===== src/rtl/oc_led_pwm.sv =====
// oc_led_pwm: multi-channel LED PWM driver with per-LED modes
// (off, on, blink, heartbeat, fade, pattern), a shared prescaled
// PWM timebase, frame/step sequencing and frame-start config shadowing.
// Optional macro OC_LED_PWM_GAMMA_EN squares the brightness
// (gamma approximation) through an extra register ahead of the shadow.
module oc_led_pwm #(
  parameter int LedCount = 1,
  parameter int PwmBits  = 6
) (
  input  logic                         clock,
  input  logic                         reset,
  input  logic [15:0]                  prescale,
  input  logic                         restart,
  input  logic [LedCount*3-1:0]        ledMode,
  input  logic [LedCount*PwmBits-1:0]  ledBright,
  input  logic [LedCount*3-1:0]        ledBlinks,
  input  logic [LedCount*16-1:0]       ledPattern,
  output logic [LedCount-1:0]          ledOut,
  output logic                         frameSync
);

  typedef enum logic [2:0] {
    MODE_OFF, MODE_ON, MODE_BLINK, MODE_HEART,
    MODE_FADE, MODE_PATTERN, MODE_RSVD6, MODE_RSVD7
  } mode_e;

  localparam logic [PwmBits-1:0] TOP = '1;
  localparam logic [PwmBits-1:0] ONE = 1;

  logic [15:0]        presc_cnt;
  logic [PwmBits-1:0] pwm_count;
  logic [PwmBits-1:0] frame_in_step;
  logic [3:0]         step;
  logic               start_q;
  logic               tick;
  logic               frame_wrap;

  logic [LedCount-1:0][2:0]         sh_mode,   cfg_mode;
  logic [LedCount-1:0][PwmBits-1:0] sh_bright, cfg_bright;
  logic [LedCount-1:0][2:0]         sh_blinks, cfg_blinks;
  logic [LedCount-1:0][15:0]        sh_pat,    cfg_pat;
  logic [LedCount-1:0][PwmBits-1:0] bright_src;
  logic [LedCount-1:0]              hi;

  assign tick       = (presc_cnt == prescale);
  assign frame_wrap = tick && (pwm_count == TOP);

  // (x*be)>>PwmBits, truncated
  function automatic logic [PwmBits-1:0] level(input logic [PwmBits-1:0] x,
                                                input logic [PwmBits-1:0] be);
    logic [2*PwmBits-1:0] p;
    p = {{PwmBits{1'b0}}, x} * {{PwmBits{1'b0}}, be};
    return p[2*PwmBits-1:PwmBits];
  endfunction

  // Steps 8..15 mirror steps 7..0: ~step[2:0] is 15-step, ~ramp is N-1-ramp
  function automatic logic [PwmBits-1:0] fade(input logic [3:0]         st,
                                               input logic [PwmBits-1:0] ramp,
                                               input logic [PwmBits-1:0] be);
    logic [2:0]         s;
    logic [PwmBits-1:0] r;
    logic [PwmBits+2:0] pos;
    s   = st[3] ? ~st[2:0] : st[2:0];
    r   = st[3] ? ~ramp    : ramp;
    pos = {s, r};
    return level(pos[PwmBits+2:3], be);
  endfunction

`ifdef OC_LED_PWM_GAMMA_EN
  logic [LedCount-1:0][PwmBits-1:0] bright_pipe;

  // Gamma stage: brightness squared, registered ahead of the shadow load
  always_ff @(posedge clock) begin
    for (int unsigned i = 0; i < LedCount; i++) begin
      bright_pipe[i] <= level(ledBright[i*PwmBits +: PwmBits],
                              ledBright[i*PwmBits +: PwmBits]);
    end
  end
  assign bright_src = bright_pipe;
`else
  assign bright_src = ledBright;
`endif

  // Timebase: prescaler, PWM counter, frame-in-step and step counters
  always_ff @(posedge clock) begin
    if (reset || restart) begin
      presc_cnt     <= '0;
      pwm_count     <= '0;
      frame_in_step <= '0;
      step          <= '0;
      start_q       <= 1'b1;
      frameSync     <= 1'b0;
    end else begin
      start_q   <= frame_wrap;
      frameSync <= frame_wrap;
      if (tick) begin
        presc_cnt <= '0;
        pwm_count <= pwm_count + ONE;
        if (pwm_count == TOP) begin
          frame_in_step <= frame_in_step + ONE;
          if (frame_in_step == TOP) step <= step + 4'd1;
        end
      end else begin
        presc_cnt <= presc_cnt + 16'd1;
      end
    end
  end

  // Shadow config captured in the first cycle of each frame
  always_ff @(posedge clock) begin
    if (reset) begin
      sh_mode   <= '0;
      sh_bright <= '0;
      sh_blinks <= '0;
      sh_pat    <= '0;
    end else if (start_q) begin
      sh_mode   <= ledMode;
      sh_bright <= bright_src;
      sh_blinks <= ledBlinks;
      sh_pat    <= ledPattern;
    end
  end

  // Frame-start cycle uses the inputs directly so pwmCount=0 already sees the new config
  assign cfg_mode   = start_q ? ledMode    : sh_mode;
  assign cfg_bright = start_q ? bright_src : sh_bright;
  assign cfg_blinks = start_q ? ledBlinks  : sh_blinks;
  assign cfg_pat    = start_q ? ledPattern : sh_pat;

  // Per-LED duty selection and comparison against the PWM counter
  always_comb begin
    hi = '0;
    for (int unsigned i = 0; i < LedCount; i++) begin
      logic [PwmBits-1:0] duty;
      logic [PwmBits-1:0] be;
      be   = cfg_bright[i];
      duty = '0;
      case (mode_e'(cfg_mode[i]))
        MODE_ON:      duty = be;
        MODE_BLINK:   if ((step[3:1] < cfg_blinks[i]) && !step[0]) duty = be;
        MODE_HEART: begin
          case (step)
            4'd0, 4'd2: duty = level(frame_in_step, be);
            4'd1, 4'd3: duty = level(~frame_in_step, be);
            default:    duty = '0;
          endcase
        end
        MODE_FADE:    duty = fade(step, frame_in_step, be);
        MODE_PATTERN: if (cfg_pat[i][step]) duty = be;
        default:      duty = '0;
      endcase
      hi[i] = (duty > pwm_count);
    end
  end

  // Registered LED drive
  always_ff @(posedge clock) begin
    if (reset) ledOut <= '0;
    else       ledOut <= hi;
  end

endmodule


===== config.mk =====
export PLATFORM = sky130hd
export DESIGN_NAME = oc_led_pwm
export DESIGN_NICKNAME = d
export VERILOG_FILES = /design/src/rtl/oc_led_pwm.sv
export SDC_FILE = /design/constraint.sdc
export NUM_CORES = 1
export LEC_CHECK = 0
export BUFFER_PORTS_ARGS = -buffer_cell sky130_fd_sc_hd__buf_2
export CAP_MARGIN = 0
export CORE_AREA = 8 8 113 115
export CTS_CLUSTER_SIZE = 12
export DETAILED_ROUTE_END_ITERATION = 8
export DIE_AREA = 0 0 121 123
export PLACE_DENSITY = 0.88
export SLEW_MARGIN = 20
export SYNTH_ARGS = -nofsm -noshare
export SYNTH_HDL_FRONTEND = slang
export SYNTH_SLANG_ARGS = --single-unit

===== constraint.sdc =====
create_clock -name clock -period 11.2 [get_ports clock]
set_input_delay 3.36 -clock clock [delete_from_list [all_inputs] [get_ports clock]]
set_output_delay 3.36 -clock clock [all_outputs]
set_load 0.05 [all_outputs]

Word-level counts from Yosys, hierarchy flattened
Index checks and enable logic that the tools add are counted.
W data, S select, Z words.

storage, ports and cells
  flip-flop bits (word level) = 63
  input bits = 47
  logic and storage cells = 56

cells by class
  $add $sub $neg = 4
  $mul = 3
  magnitude comparators = 3
  equality and inequality tests = 11
  muxes and demuxes = 12
  bitwise logic cells = 2
  reduce and logical (&&, ||, !) cells = 10

operator list
  cell                     count
  $mul A6 B6 Y12           3
  $pmux W6 S5              1
  $mux W6                  4
  $add A16 B1 Y16 const B  1
  $eq A16 B16 Y1           1
  $mux W16                 1
  $add A6 B1 Y6 const B    2
  $eq A6 B6 Y1 const B     2
  $pmux W6 S2              1
  $mux W3                  3
  $eq A4 B2 Y1 const B     2
  $eq A3 B2 Y1 const B     2
  $eq A3 B3 Y1 const B     2
  $gt A6 B6 Y1             1
  $not A6 Y6               1
  $reduce_or A2 Y1         3
  $lt A4 B5 Y1 const B     1
  $add A4 B1 Y4 const B    1
  $bmux W1 S4              1
  $eq A4 B1 Y1 const B     1
  $logic_not A4 Y1         1
  $eq A3 B1 Y1 const B     1
  $lt A3 B3 Y1             1
  $not A3 Y3               1
  other kinds (6)          7

Longest topological paths before layout
  depth after elaboration = 6
  mapped depth = 26

Least setup slack after synthesis
OpenSTA, ideal clock, no wires.

  path kind = input to register
  from = input port ledBright[5]
  to = register ledOut
  library setup time = 133 ps
  arrival time = 8250 ps
  data required time = 11067 ps
  setup slack = 2816 ps
  stages on the path = 22
  buffers on the path = 1
  cells stage by stage = mux2_2 > clkbuf_1 > and2_1 > fa_1 > fa_1 > inv_1 > fa_1 > inv_1 > ha_1 > inv_1 > a2111oi_0 > or2_2 > xnor2_1 > o22ai_1 > a221o_1 > ha_1 > nor2b_1 > o21a_1 > o21a_1 > o21a_1 > o21ai_0 > a211oi_1

on the way
  cells in the longest elaborated chain, start to end = 5

ends and longest elaborated chain
  item                  RTL line  RTL
  start, declared       15        input logic [LedCount*PwmBits-1:0] ledBright,
  $mux W6 (*)           n/a
  $mul A6 B6 Y12        52        p = {{PwmBits{1'b0}}, x} * {{PwmBits{1'b0}}, be};
  $pmux W6 S2           142       case (step)
  $pmux W6 S5 (*)       138       case (mode_e'(cfg_mode[i]))
  $gt A6 B6 Y1 (*)      152       hi[i] = (duty > pwm_count);
  end signal, assigned  159       else ledOut <= hi;
  end, declared         18        output logic [LedCount-1:0] ledOut,

Mark *: on every way between the ends. The rest lies on a longest branch, timed or not.
A chain may end at the register's enable or synchronous reset.

Final worst setup path
  from = input port ledBright[2]
  to = register ledOut

The elaborated chain is that of the path after synthesis.

==> flow_metrics.env <==
export IMPL_timing_rr_start="start_q"
export IMPL_initial_utilization=0.578
export IMPL_synth_warnings=0
export IMPL_synth_flop_cell="sky130_fd_sc_hd__dfxtp_1"
export IMPL_area_growth_synth_to_final_pct=10.2
export IMPL_num_vias=5481
export IMPL_fmax_mhz=115
export IMPL_postSynth_asyncResetShare=0
export IMPL_power_w=0.000811
export IMPL_final_routed_wirelength_across_all_metal_layers_mm=15.7
export IMPL_ff2ff_setup_slack_ps=4640
export IMPL_finalHoldViolations=0
export IMPL_drtIter0Drc=409
export IMPL_first_pass_iters=5
export IMPL_register_area_um2=1260
export IMPL_netlist_top_cells_area="sky130_fd_sc_hd__dfxtp_1 (20%), sky130_fd_sc_hd__fa_1 (15%), sky130_fd_sc_hd__ha_1 (13%)"
export IMPL_synth_ff_latch_count=63
export IMPL_grt_usage=0.220
export IMPL_outcome="completed"
export IMPL_critical_path_peak_fanout=9
export IMPL_cts_hold_bufs=0
export IMPL_detail_route_antenna_nets=0
export IMPL_grt_antenna_before_repair=0
export IMPL_number_of_inserted_diodes=0
export IMPL_timing_slew_headroom=0.355
export IMPL_cts_resized=0
export IMPL_min_to="sh_pat[0]"
export IMPL_die_h_um=123
export IMPL_tns_ps=0
export IMPL_drt_vias_per_instance=5.89
export IMPL_timing_final_crit_period_ps=8710
export IMPL_yosysUniqueCellTypes=58
export IMPL_clock_tree_from_tritoncts="yes"
export IMPL_met3_usage=0.0502
export IMPL_port_buffers=48
export IMPL_synth_simple_area_share=0.210
export IMPL_synth_edf_count=0
export IMPL_total_leakage_power_nw=3.40
export IMPL_skew_ps=7.42
export IMPL_worst_ep_required_time_ps=11390
export IMPL_power_per_cell_area_nw_per_um2=115
export IMPL_placeableCoreArea_um2=11100
export IMPL_top_level_ports=49
export IMPL_synthesis_area_um2=6400
export IMPL_proportion_of_layout_cells_with_a_drive_suffix_above_1=0.111
export IMPL_multi_input_comb_area_um2=4680
export IMPL_synth_xor_xnor_area_share=0.0739
export IMPL_clock_tree_buffer_depth=2
export IMPL_netlist_top_cell_by_area="sky130_fd_sc_hd__dfxtp_1"
export IMPL_gp_congestion=0.930
export IMPL_synth_fp_nets=912
export IMPL_final_critical_path_setup_slack_ps=2490
export IMPL_post_route_clock_period_utilization=0.777
export IMPL_fillerInstances=873
export IMPL_post_route_drc_count=0
export IMPL_tightest_slew_ps=967
export IMPL_cts_buf_count=9
export IMPL_ctsRootBufferMaster="sky130_fd_sc_hd__clkbuf_16"
export IMPL_worst_hold_stages=2
export IMPL_floorplan_rows=39
export IMPL_critical_path_startpoint_type="primary input"
export IMPL_final_max_slew_viol_count=0
export IMPL_nNetsFinal=944
export IMPL_drt_wirelength_per_cell_um=16.8
export IMPL_post_cts_repair_setup_buffers=0
export IMPL_syn_inst=750
export IMPL_grt_busiest_layer="met2"
export IMPL_cap_violations=0
export IMPL_grt_max_degree=42
export IMPL_met2_usage=0.383
export IMPL_grt_overflow_total=0
export IMPL_cts_htree_levels=3
export IMPL_power_ir_vdd_worst_mv=0.0880
export IMPL_critical_path_class="primary input to flip-flop"
export IMPL_synth_fa_ha_area_frac=0.281
export IMPL_setup_violations=0
export IMPL_die_w_um=121
export IMPL_hp_class="flip-flop to flip-flop"
export IMPL_worst_r2r_endpoint="ledOut"
export IMPL_clock_sinks=63
export IMPL_grt_met1_use=0.242
export IMPL_top_cell_type_s_share_of_synthesized_area=0.197
export IMPL_worst_r2r_path_depth=22
export IMPL_sequential_area_share_after_synthesis=0.197
export IMPL_first_global_vias=5747
export IMPL_worst_skew_pair_late_latency_ps=340
export IMPL_synth_compound_area_share=0.0996
export IMPL_worstHoldStart="sh_pat[0]"
export IMPL_first_pass_grt_wire_length_mm=26.4
export IMPL_postSynthAreaPerCell_um2=8.54
export IMPL_synth_top_family_by_area="adder cells"
export IMPL_grt_setup_unrepaired="false"
export IMPL_final_core_util=0.637
export IMPL_place_detailed_hpwl_mm=11.8
export IMPL_endpoint_arrival_time_on_the_critical_path_ps=8900
export IMPL_setup_worst_path_end_class="flip-flop"
export IMPL_worst_setup_hold_path_clk_slew_ps=50
export IMPL_place_ws_ps=2220
export IMPL_synth_area_mux_share=0.0658
export IMPL_die_area_um2=14900
==> flip-flops by register name, summed over array words and instances, names as in the netlist <==
| name | cells |
|---|---|
| frameSync | 1 |
| frame_in_step | 6 |
| ledOut | 1 |
| presc_cnt | 16 |
| pwm_count | 6 |
| sh_blinks | 3 |
| sh_bright | 6 |
| sh_mode | 3 |
| sh_pat | 16 |
| start_q | 1 |
| step | 4 |
==> placed cells by master, fill, tap and decap left out, drive strengths merged, types with 4 or more instances in the layout <==
cell / n
a21oi: 19
xor2: 14
nor2b: 6
inv: 84
or3: 7
nor3: 8
a221o: 5
mux2i: 32
a211oi: 4
nand4: 16
nand2: 46
nor2: 99
o21a: 6
o21ai: 15
and3: 7
nand2b: 13
mux2: 7
and2: 32
or2: 5
ha: 67
a21o: 12
nand3: 21
buf: 52
fa: 48
clkbuf: 10
dfxtp: 63
xnor2: 40
or4: 4
==> how the worst max path moves through the flow <==
stage | start | end | slack, ps | depth (start not counted)
after floorplan | ledBright[5] | ledOut | 2820 | 22
after global placement | ledBright[2] | ledOut | 2450 | 22
after detailed placement | ledBright[2] | ledOut | 2220 | 22
after CTS | ledBright[2] | ledOut | 2580 | 22
after global routing | ledBright[2] | ledOut | 2240 | 22
final | ledBright[2] | ledOut | 2490 | 22
==> critical path, cell delays in order <==
cell and delay, ps:
sky130_fd_sc_hd__buf_2 110, sky130_fd_sc_hd__mux2_2 350, sky130_fd_sc_hd__and2_1 210, sky130_fd_sc_hd__fa_1 540, sky130_fd_sc_hd__inv_1 50, sky130_fd_sc_hd__fa_1 460, sky130_fd_sc_hd__fa_1 560, sky130_fd_sc_hd__inv_1 50
sky130_fd_sc_hd__ha_1 290, sky130_fd_sc_hd__nand4_1 150, sky130_fd_sc_hd__a2111oi_0 740, sky130_fd_sc_hd__or2_2 260, sky130_fd_sc_hd__xnor2_1 110, sky130_fd_sc_hd__o22ai_1 110, sky130_fd_sc_hd__a221o_1 390, sky130_fd_sc_hd__ha_1 300
sky130_fd_sc_hd__nor2b_1 130, sky130_fd_sc_hd__o21a_1 160, sky130_fd_sc_hd__o21a_1 160, sky130_fd_sc_hd__o21a_1 160, sky130_fd_sc_hd__o21ai_0 170, sky130_fd_sc_hd__a211oi_1 100
==> layer usage <==
metal	wire, um	up-vias
met5	0	-
met4	688	0
met3	1110	63
met2	7730	229
met1	6140	2611
li1	-	2578
==> synthesized netlist by cell type, drive strengths merged, types with 4 or more instances <==
library cell,n
nor3,8
or3,7
clkbuf,23
nor2,99
nand2b,13
nand3,21
mux2,7
xnor2,40
a21oi,19
or2,5
dfxtp,63
fa,48
nand4,16
o21a,6
a211oi,4
or4,4
a221o,5
ha,67
inv,83
and2,32
mux2i,32
nor2b,6
nand2,46
buf,8
and3,7
o21ai,15
a21o,12
xor2,14
==> cell families after synthesis <==
| group | Yosys count |
|---|---|
| and+or+nand+nor | 275 |
| adders and majority gates | 115 |
| buffers and inverters | 114 |
| AOI/OAI and AO/OA | 89 |
| DFF | 63 |
| xor gates and xnor gates | 54 |
| muxes | 40 |
==> report_power, final <==
group	internal, W	switching, W	total, W	leakage (nW)
Clock	0.000224	0.000107	0.000331	0.169
Combinational	0.000106	0.000138	0.000244	2.71
Sequential	0.000232	0.00000372	0.000236	0.515
==> cell type report <==
class	instances	area share
inverters	83	0.0441
clock buffers	10	0.0339
clock inverters	6	0.0163
multi-input cells	573	0.663
repair buffers	52	0.0383
flip-flops and latches	63	0.179
well taps	143	0.0253
==> stage by stage <==
step / area (um2) / instances / hold slack [ps]
after floorplan: 6400 / 750 / 451
after global placement: 6710 / 914 / 467
after detailed placement: 6710 / 914 / 480
after CTS: 7060 / 930 / 494
after global routing: 7060 / 930 / 529
final: 7060 / 930 / 488
Power figures use the tool's default switching activity.
